[src/rtl/rf_write_arbiter_if.sv]
// Bus bundle between the write sources, the register file and rf_write_arbiter.
// "master" is the control/datapath + register-file side, "slave" is the arbiter.
interface rf_write_arbiter_if #(
    parameter int AW = 2
) ();
    logic          wr1_en;
    logic [3:0]    wr1_dst;
    logic [31:0]   wr1_data;
    logic          wr2_en;
    logic [3:0]    wr2_dst;
    logic [31:0]   wr2_data;
    logic          wr2_ready;
    logic          rf_we;
    logic [3:0]    rf_dst;
    logic [31:0]   rf_data;
    logic [3:0]    rd_src1;
    logic [3:0]    rd_src2;
    logic [31:0]   rf_out1;
    logic [31:0]   rf_out2;
    logic [31:0]   fwd_out1;
    logic [31:0]   fwd_out2;
    logic [AW:0]   q_count;
    logic          overflow;

    modport master (
        output wr1_en, wr1_dst, wr1_data, wr2_en, wr2_dst, wr2_data,
        output rd_src1, rd_src2, rf_out1, rf_out2,
        input  wr2_ready, rf_we, rf_dst, rf_data, fwd_out1, fwd_out2, q_count, overflow
    );

    modport slave (
        input  wr1_en, wr1_dst, wr1_data, wr2_en, wr2_dst, wr2_data,
        input  rd_src1, rd_src2, rf_out1, rf_out2,
        output wr2_ready, rf_we, rf_dst, rf_data, fwd_out1, fwd_out2, q_count, overflow
    );
endinterface

[src/rtl/rf_write_arbiter.sv]
// Shares one register-file write port: port 1 writes straight through, port 2 is
// queued and drained on idle cycles, with read forwarding out of the queue.
module rf_write_arbiter #(
    parameter int DEPTH = 4,
    parameter int AW    = 2
) (
    input  logic               clk,
    input  logic               reset,
    rf_write_arbiter_if.slave  bus
);
    localparam logic [AW:0] FULL = (AW+1)'(DEPTH);
    localparam logic [AW:0] ONE  = (AW+1)'(1);

    logic [3:0]    r_dst   [DEPTH];
    logic [31:0]   r_data  [DEPTH];
    logic          r_valid [DEPTH];
    logic          r_kill  [DEPTH];
    logic [AW-1:0] r_rd_ptr;
    logic [AW-1:0] r_wr_ptr;
    logic [AW:0]   r_count;
    logic          r_overflow;

    logic          w_empty;
    logic          w_ready;
    logic          w_push;
    logic          w_pop;
    logic          w_we;
    logic [3:0]    w_dst;
    logic [31:0]   w_data;
    logic [AW-1:0] w_idx;
    logic [31:0]   w_fwd1;
    logic [31:0]   w_fwd2;

    // Ready looks only at the registered count, so a same-cycle pop never frees a slot.
    assign w_empty = (r_count == {(AW+1){1'b0}});
    assign w_ready = (r_count != FULL);
    assign w_push  = bus.wr2_en & w_ready;
    assign w_pop   = ~bus.wr1_en & ~w_empty;

    // Write-port mux: port 1 wins, otherwise the queue head (suppressed if killed).
    always_comb begin
        w_we   = 1'b0;
        w_dst  = 4'h0;
        w_data = 32'h0;
        if (bus.wr1_en) begin
            w_we   = 1'b1;
            w_dst  = bus.wr1_dst;
            w_data = bus.wr1_data;
        end else if (!w_empty) begin
            w_we   = ~r_kill[r_rd_ptr];
            w_dst  = r_dst[r_rd_ptr];
            w_data = r_data[r_rd_ptr];
        end else begin
            w_we   = 1'b0;
        end
    end

    // Read forwarding: walk oldest to youngest so the youngest live match is kept.
    always_comb begin
        w_fwd1 = bus.rf_out1;
        w_fwd2 = bus.rf_out2;
        w_idx  = r_rd_ptr;
        for (int k = 0; k < DEPTH; k++) begin
            w_idx  = r_rd_ptr + k[AW-1:0];
            w_fwd1 = (r_valid[w_idx] && !r_kill[w_idx] && (r_dst[w_idx] == bus.rd_src1))
                     ? r_data[w_idx] : w_fwd1;
            w_fwd2 = (r_valid[w_idx] && !r_kill[w_idx] && (r_dst[w_idx] == bus.rd_src2))
                     ? r_data[w_idx] : w_fwd2;
        end
    end

    // Queue storage, kill marking, pointers, occupancy and sticky overflow.
    always_ff @(posedge clk or posedge reset) begin
        if (reset) begin
            for (int i = 0; i < DEPTH; i++) begin
                r_dst[i]   <= 4'h0;
                r_data[i]  <= 32'h0;
                r_valid[i] <= 1'b0;
                r_kill[i]  <= 1'b0;
            end
            r_rd_ptr   <= {AW{1'b0}};
            r_wr_ptr   <= {AW{1'b0}};
            r_count    <= {(AW+1){1'b0}};
            r_overflow <= 1'b0;
        end else begin
            // Port 1 is younger than everything already queued, so it supersedes them.
            for (int i = 0; i < DEPTH; i++) begin
                if (bus.wr1_en && r_valid[i] && (r_dst[i] == bus.wr1_dst)) begin
                    r_kill[i] <= 1'b1;
                end
            end
            if (w_pop) begin
                r_valid[r_rd_ptr] <= 1'b0;
                r_kill[r_rd_ptr]  <= 1'b0;
                r_rd_ptr          <= r_rd_ptr + {{(AW-1){1'b0}}, 1'b1};
            end
            if (w_push) begin
                r_dst[r_wr_ptr]   <= bus.wr2_dst;
                r_data[r_wr_ptr]  <= bus.wr2_data;
                r_valid[r_wr_ptr] <= 1'b1;
                r_kill[r_wr_ptr]  <= 1'b0;
                r_wr_ptr          <= r_wr_ptr + {{(AW-1){1'b0}}, 1'b1};
            end
            case ({w_push, w_pop})
                2'b10:   r_count <= r_count + ONE;
                2'b01:   r_count <= r_count - ONE;
                default: r_count <= r_count;
            endcase
            if (bus.wr2_en && !w_ready) begin
                r_overflow <= 1'b1;
            end
        end
    end

    assign bus.rf_we     = w_we;
    assign bus.rf_dst    = w_dst;
    assign bus.rf_data   = w_data;
    assign bus.wr2_ready = w_ready;
    assign bus.fwd_out1  = w_fwd1;
    assign bus.fwd_out2  = w_fwd2;
    assign bus.q_count   = r_count;
    assign bus.overflow  = r_overflow;
endmodule

[src/flat_wrapper.sv]
// flat-port wrapper written by rule: the top's interface ports become plain ports
module rf_write_arbiter_flat 
#(
    parameter int DEPTH = 4,
    parameter int AW    = 2
)
  (clk, reset, bus_wr1_en, bus_wr1_dst, bus_wr1_data, bus_wr2_en, bus_wr2_dst, bus_wr2_data, bus_rd_src1, bus_rd_src2, bus_rf_out1, bus_rf_out2, bus_wr2_ready, bus_rf_we, bus_rf_dst, bus_rf_data, bus_fwd_out1, bus_fwd_out2, bus_q_count, bus_overflow);
  rf_write_arbiter_if #(.AW(AW)) bus_i ();
  input  logic clk;
  input  logic reset;
  input wire logic [$bits(bus_i.wr1_en)-1:0] bus_wr1_en;
  input wire logic [$bits(bus_i.wr1_dst)-1:0] bus_wr1_dst;
  input wire logic [$bits(bus_i.wr1_data)-1:0] bus_wr1_data;
  input wire logic [$bits(bus_i.wr2_en)-1:0] bus_wr2_en;
  input wire logic [$bits(bus_i.wr2_dst)-1:0] bus_wr2_dst;
  input wire logic [$bits(bus_i.wr2_data)-1:0] bus_wr2_data;
  input wire logic [$bits(bus_i.rd_src1)-1:0] bus_rd_src1;
  input wire logic [$bits(bus_i.rd_src2)-1:0] bus_rd_src2;
  input wire logic [$bits(bus_i.rf_out1)-1:0] bus_rf_out1;
  input wire logic [$bits(bus_i.rf_out2)-1:0] bus_rf_out2;
  output wire logic [$bits(bus_i.wr2_ready)-1:0] bus_wr2_ready;
  output wire logic [$bits(bus_i.rf_we)-1:0] bus_rf_we;
  output wire logic [$bits(bus_i.rf_dst)-1:0] bus_rf_dst;
  output wire logic [$bits(bus_i.rf_data)-1:0] bus_rf_data;
  output wire logic [$bits(bus_i.fwd_out1)-1:0] bus_fwd_out1;
  output wire logic [$bits(bus_i.fwd_out2)-1:0] bus_fwd_out2;
  output wire logic [$bits(bus_i.q_count)-1:0] bus_q_count;
  output wire logic [$bits(bus_i.overflow)-1:0] bus_overflow;
  assign bus_i.wr1_en = bus_wr1_en;
  assign bus_i.wr1_dst = bus_wr1_dst;
  assign bus_i.wr1_data = bus_wr1_data;
  assign bus_i.wr2_en = bus_wr2_en;
  assign bus_i.wr2_dst = bus_wr2_dst;
  assign bus_i.wr2_data = bus_wr2_data;
  assign bus_i.rd_src1 = bus_rd_src1;
  assign bus_i.rd_src2 = bus_rd_src2;
  assign bus_i.rf_out1 = bus_rf_out1;
  assign bus_i.rf_out2 = bus_rf_out2;
  assign bus_wr2_ready = bus_i.wr2_ready;
  assign bus_rf_we = bus_i.rf_we;
  assign bus_rf_dst = bus_i.rf_dst;
  assign bus_rf_data = bus_i.rf_data;
  assign bus_fwd_out1 = bus_i.fwd_out1;
  assign bus_fwd_out2 = bus_i.fwd_out2;
  assign bus_q_count = bus_i.q_count;
  assign bus_overflow = bus_i.overflow;
  rf_write_arbiter #(.DEPTH(DEPTH), .AW(AW)) u_core (.clk(clk), .reset(reset), .bus(bus_i));
endmodule
[config.mk]
export PLATFORM = sky130hd
export DESIGN_NAME = rf_write_arbiter_flat
export DESIGN_NICKNAME = d
export VERILOG_FILES = /design/src/rtl/rf_write_arbiter_if.sv /design/src/rtl/rf_write_arbiter.sv /design/src/flat_wrapper.sv
export SDC_FILE = /design/constraint.sdc
export NUM_CORES = 1
export LEC_CHECK = 0
export BUFFER_PORTS_ARGS = -buffer_cell sky130_fd_sc_hd__clkbuf_2
export CAP_MARGIN = 15
export CORE_AREA = 2 2 168 170
export DETAILED_ROUTE_END_ITERATION = 10
export DIE_AREA = 0 0 170 172
export PLACE_DENSITY = 0.77
export SETUP_SLACK_MARGIN = 0.02
export SYNTH_ARGS = -nofsm -noshare
export SYNTH_HDL_FRONTEND = slang
export SYNTH_SLANG_ARGS = --single-unit
[constraint.sdc]
create_clock -name clk -period 4.7 [get_ports clk]
set_input_delay 0.47 -clock clk [delete_from_list [all_inputs] [get_ports clk]]
set_output_delay 0.47 -clock clk [all_outputs]
set_load 0.03 [all_outputs]
==> metrics.md, run 1 <==
| Metric | Value |
|---|---|
| Iter 0 DRT Violations | 1361 |
| Vias in the first global route | 12300 |
| Average cell area after synthesis | 11.4 um^2 |
| Mapped Nets | 1384 |
| Drc violations | 0 |
| Final net count | 1567 |
| Core ar. | 27500 um^2 |
| Num CTS Buffers | 17 |
| Final Hold Viols | 0 |
| Gate count after technology mapping | 1226 |
| Clk root buf | clkbuf_16 |
| Crit path top cell by count | o211ai_1 |
| Post-synthesis async set-or-reset flop share | 100% |
| Port Buf Inserts | 253 |
| Max_cap viols | 0 |
| DR vias/cell | 7.04 |
| Die ar. | 29200 um^2 |
| Layout overhead on the synthesized area | 15.3% |
| H-tree lvl count | 4 |
| Drt wl/cell | 26.6 um |
| Die width | 170 um |
| Startpoint class of the critical path | register |
| Clock Skews | 0.00726 ns |
| Crit path buf inv count | 3 |
| Grt ovf | 0 |
| Mapped Area | 14000 um^2 |
| Post-synth EDFFs | 0 |
| Commonest non-fill, non-tap cells in the layout | 253 x clkbuf_2, 158 x dfrtp_1, 156 x mux2_2, 136 x mux4_2, 65 x nand2_1 |
| Crit-path max cell delay | 0.61 ns |
| CTS tree | done |
| RePlAce Congestion | 0.918 |
| Initial antenna violation count | 2 |
| Final Setup Violations | 0 |
| Yosys warnings | 0 |
| Commonest non-fill, non-tap cell in the layout | clkbuf_2 |
| Fmax | 0.220 GHz |
| Hold_buf cts | 0 |
| Clk Latency, worst-skew pair | 0.43 ns |
| CP Capture Type | primary output |
| Dpl hpwl | 30.9 mm |
| Delay-heaviest family, CP | buffers and inverters |
| I/O pin total | 254 |
| Hold WC Path Type | input pin to async pin |
| Final WS setup | 0.145 ns |
| DIE HEIGHT | 172 um |
| Post-route ant nets | 0 |
| Fillers | 2264 |
| Critical path, cell by cell | inv_1, ha_4, mux4_2, xnor2_1, nand3_2, buf_4, or2_2, o211ai_1, o211ai_1, clkbuf_2 |
| Pin count of the biggest net entering global routing | 161 |
| Setup TNS | 0 ns |
| First-pass GRT wire length | 71.1 mm |
| Yosys cell types | 45 |
| Post-synthesis sequential area ratio | 28.6% |
| Crit-path max FO | 35 |
| Vias post-DR | 12500 |
| Final cell count without fillers | 1769 |
| CP Class | register to primary output |
| Proportion of layout cells with a drive suffix above 1 | 47.2% |
| Setup Fix Bufs, Post-CTS | 0 |
| Placed insts | 1735 |
| Reg2reg setup slack | 2.17 ns |
| WP data arrival | 4.08 ns |
| Final min period | 4.55 ns |
| Measured slew at the worst slew-check pin | 1.09 ns |
| Yosys reg bits | 160 |
| Clock transition at path regs | 0.06 ns |
| Initial Utilization | 51.0% |
| Final Max Slew Viols | 0 |
| DRT Wirelength | 47.0 mm |
| Slew HR | 27.0% |
| Status | complete, no violations |
| Global Route Usage Sum | 32.4% |
| Finished Cell Area | 16200 um^2 |
| Place WS | 0.590 ns |
| Placed cell area | 15500 um^2 |
| Synth Flop Type | dfrtp_1 |
| CTS Sinks | 160 |
| Cell Rows | 61 |
| Worst r2r src | u_core.bus.q_count[0] |
| Fin crit share | 96.9% |
| Reg2reg end | u_core.r_data[118] |
| CP Data Required Time | 4.23 ns |
| Worst reg2reg path depth | 6 |
| RSZ-0062 raised after global routing | true |
| Slowest cell on the critical path | mux4_2 |
| Drt first pass iters | 5 |
| CTS max path bufs | 2 |
-- metrics by stage --
stage	hold WS (ns)	util [%]
after floorplan	0.494	-
after global placement	0.470	56.5
after detailed placement	0.469	56.5
after CTS	0.278	58.7
after global routing	0.309	58.8
final	0.255	58.9
-- sequential cells by signal, indices dropped and copies added (netlist names) --
signal               cells
u_core.r_valid           4
u_core.bus.overflow      1
u_core.r_kill            4
u_core.r_rd_ptr          2
u_core.r_dst            16
u_core.r_wr_ptr          2
u_core.r_data          128
u_core.bus.q_count       3
-- tightest hold or removal path, delay by kind of cell --
kind / cells / cell delay [ns]
buffers and inverters: 3 / 0.75
-- kinds of logic (layout without fill, tap and decap cells) --
logic type	after synthesis	count (layout)	synth area share (%)
xor+xnor	53	53	3.31
other cells	0	2	0
simple gates	258	258	9.33
buf+inv	156	351	5.21
mux	338	338	37.8
fa+ha+maj	10	10	0.946
compound gates	251	251	14.9
flops	160	160	28.6
-- per-layer routing --
| metal | GRT usage, % | routed length, um |
|---|---|---|
| met5 | 0 | 0 |
| met4 | 15.7 | 2020 |
| met3 | 7.37 | 5610 |
| met2 | 53.9 | 22700 |
| met1 | 40.1 | 16700 |
-- synthesized netlist by cell type (4+ instances only) --
cell type,number,share of area (%)
mux2_2,156,13
a211oi_1,21,1.1
o21ai_1,18,0.64
buf_6,12,0.96
xnor2_1,27,1.7
clkbuf_1,67,1.8
a21o_1,17,0.91
ha_1,9,0.80
xor2_1,26,1.6
a41oi_1,4,0.25
a22o_1,36,2.2
mux4_2,136,22
mux2i_1,45,3.2
o21ai_0,31,1.1
nand2_1,72,1.9
nor2_1,43,1.2
nor2b_1,4,0.18
buf_1,15,0.40
a221oi_2,28,3.0
buf_2,29,1.0
nor3b_1,18,0.96
and3_1,6,0.27
o32a_1,17,1.2
nand3_1,8,0.29
o31ai_1,32,1.7
o211ai_1,30,1.6
dfrtp_1,160,29
inv_1,27,0.72
buf_4,5,0.27
or3_1,12,0.54
a221oi_1,15,0.94
and2_1,45,2.0
nand2b_1,5,0.22
nor3_1,37,1.3
-- final cells by class --
| type | instances | area [um^2] | area share (%) |
|---|---|---|---|
| multi-input cells | 910 | 9390 | 58.0 |
| flip-flops and latches | 160 | 4010 | 24.8 |
| repair buffers | 292 | 1630 | 10.1 |
| clock buffers | 23 | 488 | 3.02 |
| well taps | 346 | 433 | 2.68 |
| inverters | 28 | 109 | 0.673 |
| clock inverters | 8 | 105 | 0.650 |
| diodes | 2 | 5.00 | 0.0310 |
-- how the worst max path moves through the flow --
stage / startpoint / to / cells past startpoint
after global placement: u_core.r_rd_ptr[0] / bus_fwd_out1[2] / 9
after floorplan: u_core.r_rd_ptr[0] / bus_fwd_out2[14] / 13
after detailed placement: u_core.r_rd_ptr[0] / bus_fwd_out1[2] / 9
final: u_core.r_rd_ptr[1] / bus_fwd_out1[18] / 10
after global routing: u_core.r_rd_ptr[1] / bus_fwd_out1[10] / 10
after CTS: u_core.r_rd_ptr[0] / bus_fwd_out1[2] / 9
-- repair_timing --
item,4_1_cts,5_1_grt
endpoints found under the hold margin,0,0
resized for setup,0,2
endpoints found under the setup margin,0,19
Power of run 1 is left out: the tool's default activity adds up to more than one toggle a clock period on the data nets, which glitch-free logic cannot reach.
==> run 2: changes to the inputs <==
--- a/config.mk
+++ b/config.mk
@@ -8,8 +8,9 @@
 export BUFFER_PORTS_ARGS = -buffer_cell sky130_fd_sc_hd__clkbuf_2
 export CAP_MARGIN = 15
-export CORE_AREA = 2 2 168 170
+export CORE_AREA = 2 2 171 173
 export DETAILED_ROUTE_END_ITERATION = 10
-export DIE_AREA = 0 0 170 172
-export PLACE_DENSITY = 0.77
+export DIE_AREA = 0 0 173 175
+export MAX_ROUTING_LAYER = met4
+export PLACE_DENSITY = 0.75
 export SETUP_SLACK_MARGIN = 0.02
 export SYNTH_ARGS = -nofsm -noshare
==> constraint.sdc (replaced) <==
create_clock -name clk -period 4.7 [get_ports clk]
set_input_delay 0.47 -clock clk [delete_from_list [all_inputs] [get_ports clk]]
set_output_delay 0.47 -clock clk [all_outputs]
set_load 0.02 [all_outputs]
==> run 2 against run 1 <==
Net effect: global-route usage is 0.18 points lower; core utilization is 1.8 points lower; via count is 0.76% lower; count of clock-buffer cells in the layout is 5 lower; setup slack better by 0.053 ns; register-to-register slack worse by 0.06 ns; worst hold slack worse by 0.032 ns; largest cell class unchanged; first-iteration DRC count is 12% higher; die area is 3.5% higher.
==> metrics.md, run 2 (synthesis results as in run 1) <==
| Metric | Value |
|---|---|
| Hold_buf cts | 0 (unchanged) |
| Clock Skews | 0.00787 ns (+0.000612 ns) |
| RSZ-0062 raised after global routing | false |
| Die ar. | 30300 um^2 (+3.5%) |
| Iter 0 DRT Violations | 1529 (+12%) |
| Final WS setup | 0.198 ns (+0.0527 ns) |
| Drt wl/cell | 26.1 um (-1.6%) |
| Commonest non-fill, non-tap cells in the layout | 253 x clkbuf_2, 158 x dfrtp_1, 156 x mux2_2, 136 x mux4_2, 65 x nand2_1 |
| DIE HEIGHT | 175 um (+1.7%) |
| Grt ovf | 0 (unchanged) |
| Status | complete, no violations |
| H-tree lvl count | 4 (unchanged) |
| Startpoint class of the critical path | register |
| Core ar. | 28400 um^2 (+3.3%) |
| Post-route ant nets | 0 (unchanged) |
| DR vias/cell | 6.84 (-2.9%) |
| Fin crit share | 95.8% (-1.1 points) |
| Fillers | 2413 (+6.6%) |
| Drc violations | 0 (unchanged) |
| Vias post-DR | 12400 (-0.76%) |
| DRT Wirelength | 47.3 mm (+0.53%) |
| CTS tree | done |
| Layout overhead on the synthesized area | 15.5% |
| CP Class | register to primary output |
| Max_cap viols | 0 (unchanged) |
| Final Setup Violations | 0 (unchanged) |
| Slowest cell on the critical path | dfrtp_4 |
| Drt first pass iters | 6 (+1) |
| Hold WC Path Type | input pin to async pin |
| Final min period | 4.50 ns (-0.0527 ns) |
| Vias in the first global route | 12500 (+1.3%) |
| Final Hold Viols | 0 (unchanged) |
| Proportion of layout cells with a drive suffix above 1 | 47.3% (+0.070 points) |
| Critical path, cell by cell | inv_2, ha_4, mux4_2, xor2_1, nor3_1, nand3_2, buf_4, mux2i_1, o31ai_1, clkbuf_2 |
| Crit-path max cell delay | 0.65 ns (+0.04 ns) |
| Clk Latency, worst-skew pair | 0.43 ns (about the same) |
| Final Max Slew Viols | 0 (unchanged) |
| Initial antenna violation count | 3 (+1) |
| Util after Layout | 57.0% (-1.8 points) |
| Place WS | 0.562 ns (-0.0289 ns) |
| Num CTS Buffers | 17 (unchanged) |
| First-pass GRT wire length | 73.0 mm (+2.7%) |
| CTS Sinks | 160 (unchanged) |
| Start point of the critical path | u_core.r_rd_ptr[0] |
| Largest regs | u_core.r_data (128), u_core.r_dst (16) |
| Number of flip-flops in the largest register | 128 (unchanged) |
| Pin count of the biggest net entering global routing | 161 (unchanged) |
| Global Route Usage Sum | 32.2% (-0.18 points) |
| Commonest non-fill, non-tap cell in the layout | clkbuf_2 |
| WP depth | 10 (unchanged) |
| Dpl hpwl | 31.1 mm (+0.64%) |
| Clock transition at path regs | 0.07 ns (about the same) |
| Delay-heaviest family, CP | buffers and inverters |
| RePlAce Congestion | 0.883 (-3.8%) |
| Measured slew at the worst slew-check pin | 1.07 ns (-0.0287 ns) |
| Fmax | 0.222 GHz (+1.2%) |
| Setup TNS | 0 ns (unchanged) |
| Final net count | 1566 (-0.064%) |
| Slew HR | 28.9% (+1.9 points) |
| CTS max path bufs | 2 (unchanged) |
| Worst r2r src | u_core.bus.q_count[0] |
| Port Buf Inserts | 253 (unchanged) |
| Biggest register | u_core.r_data |
| Die width | 173 um (+1.8%) |
| Cell Rows | 62 (+1.6%) |
| Crit-path max FO | 22 (-37%) |
| WP data arrival | 4.03 ns (-0.05 ns) |
| I/O pin total | 254 (unchanged) |
| CP Data Required Time | 4.23 ns (about the same) |
| Clk root buf | clkbuf_16 |
| Worst reg2reg path depth | 6 (unchanged) |
| Initial Utilization | 49.4% (-1.6 points) |
| Crit path buf inv count | 3 (unchanged) |
| CP Capture Type | primary output |
## run 2: cell types whose count changed in the layout (fill, tap and decap cells not counted), moves of 2 or more
cell,delta
inv_6,+3
or2_2,-2
or2_4,+2
clkinv_2,+2
clkinvlp_4,-3
inv_8,+2
clkbuf_8,-4
## run 2: cell type report
class	instances	area, um^2	area share [%]
inverters	28	109	0.672
diodes	3	7.51	0.0463
clock buffers	18	429	2.65
flip-flops and latches	160	4010	24.8
well taps	384	480	2.97
clock inverters	14	180	1.11
multi-input cells	910	9390	58.0
repair buffers	291	1590	9.81
## run 2: through the flow
stage               hold slack, ns  cells  instance area [um^2]
finish                       0.223   1808                 16200
global route                 0.286   1808                 16200
CTS                          0.282   1804                 16200
detailed placement           0.480   1772                 15500
global placement             0.476   1772                 15500
floorplan                    0.494   1226                 14000
## run 2: metal layers
metal	track usage [%]	vias to the layer above	share of wire, %
met5	-	-	0
met4	13.9	0	3.7
met3	6.74	149	11
met2	51.5	896	48
met1	39.8	6165	37
li1	-	5150	-
## run 2: repair_timing
action,in CTS,in global routing
gates resized for setup,0,3
hold endpoints to repair,0,0
setup buffers,0,1
endpoints found under the setup margin,0,31
## run 2: worst register-to-register path: cells and delay by family, from the launching register on
kind | cells | cell delay, ns
and+or+nand+nor | 4 | 1.23
DFF | 1 | 0.43
buffers and inverters | 1 | 0.42
muxes | 1 | 0.38
## run 2: final timing paths
kind                       slack (ns)             endpoint
min in group clk                 0.29  u_core.bus.overflow
max in group asynchronous        3.66   u_core.r_rd_ptr[1]
hold reg to reg                  0.50  u_core.bus.overflow
hold / removal                   0.22    u_core.r_data[52]
setup reg to reg                 2.11    u_core.r_data[82]
setup / recovery                 0.20     bus_fwd_out2[16]
Power of run 2 is left out for the same reason.
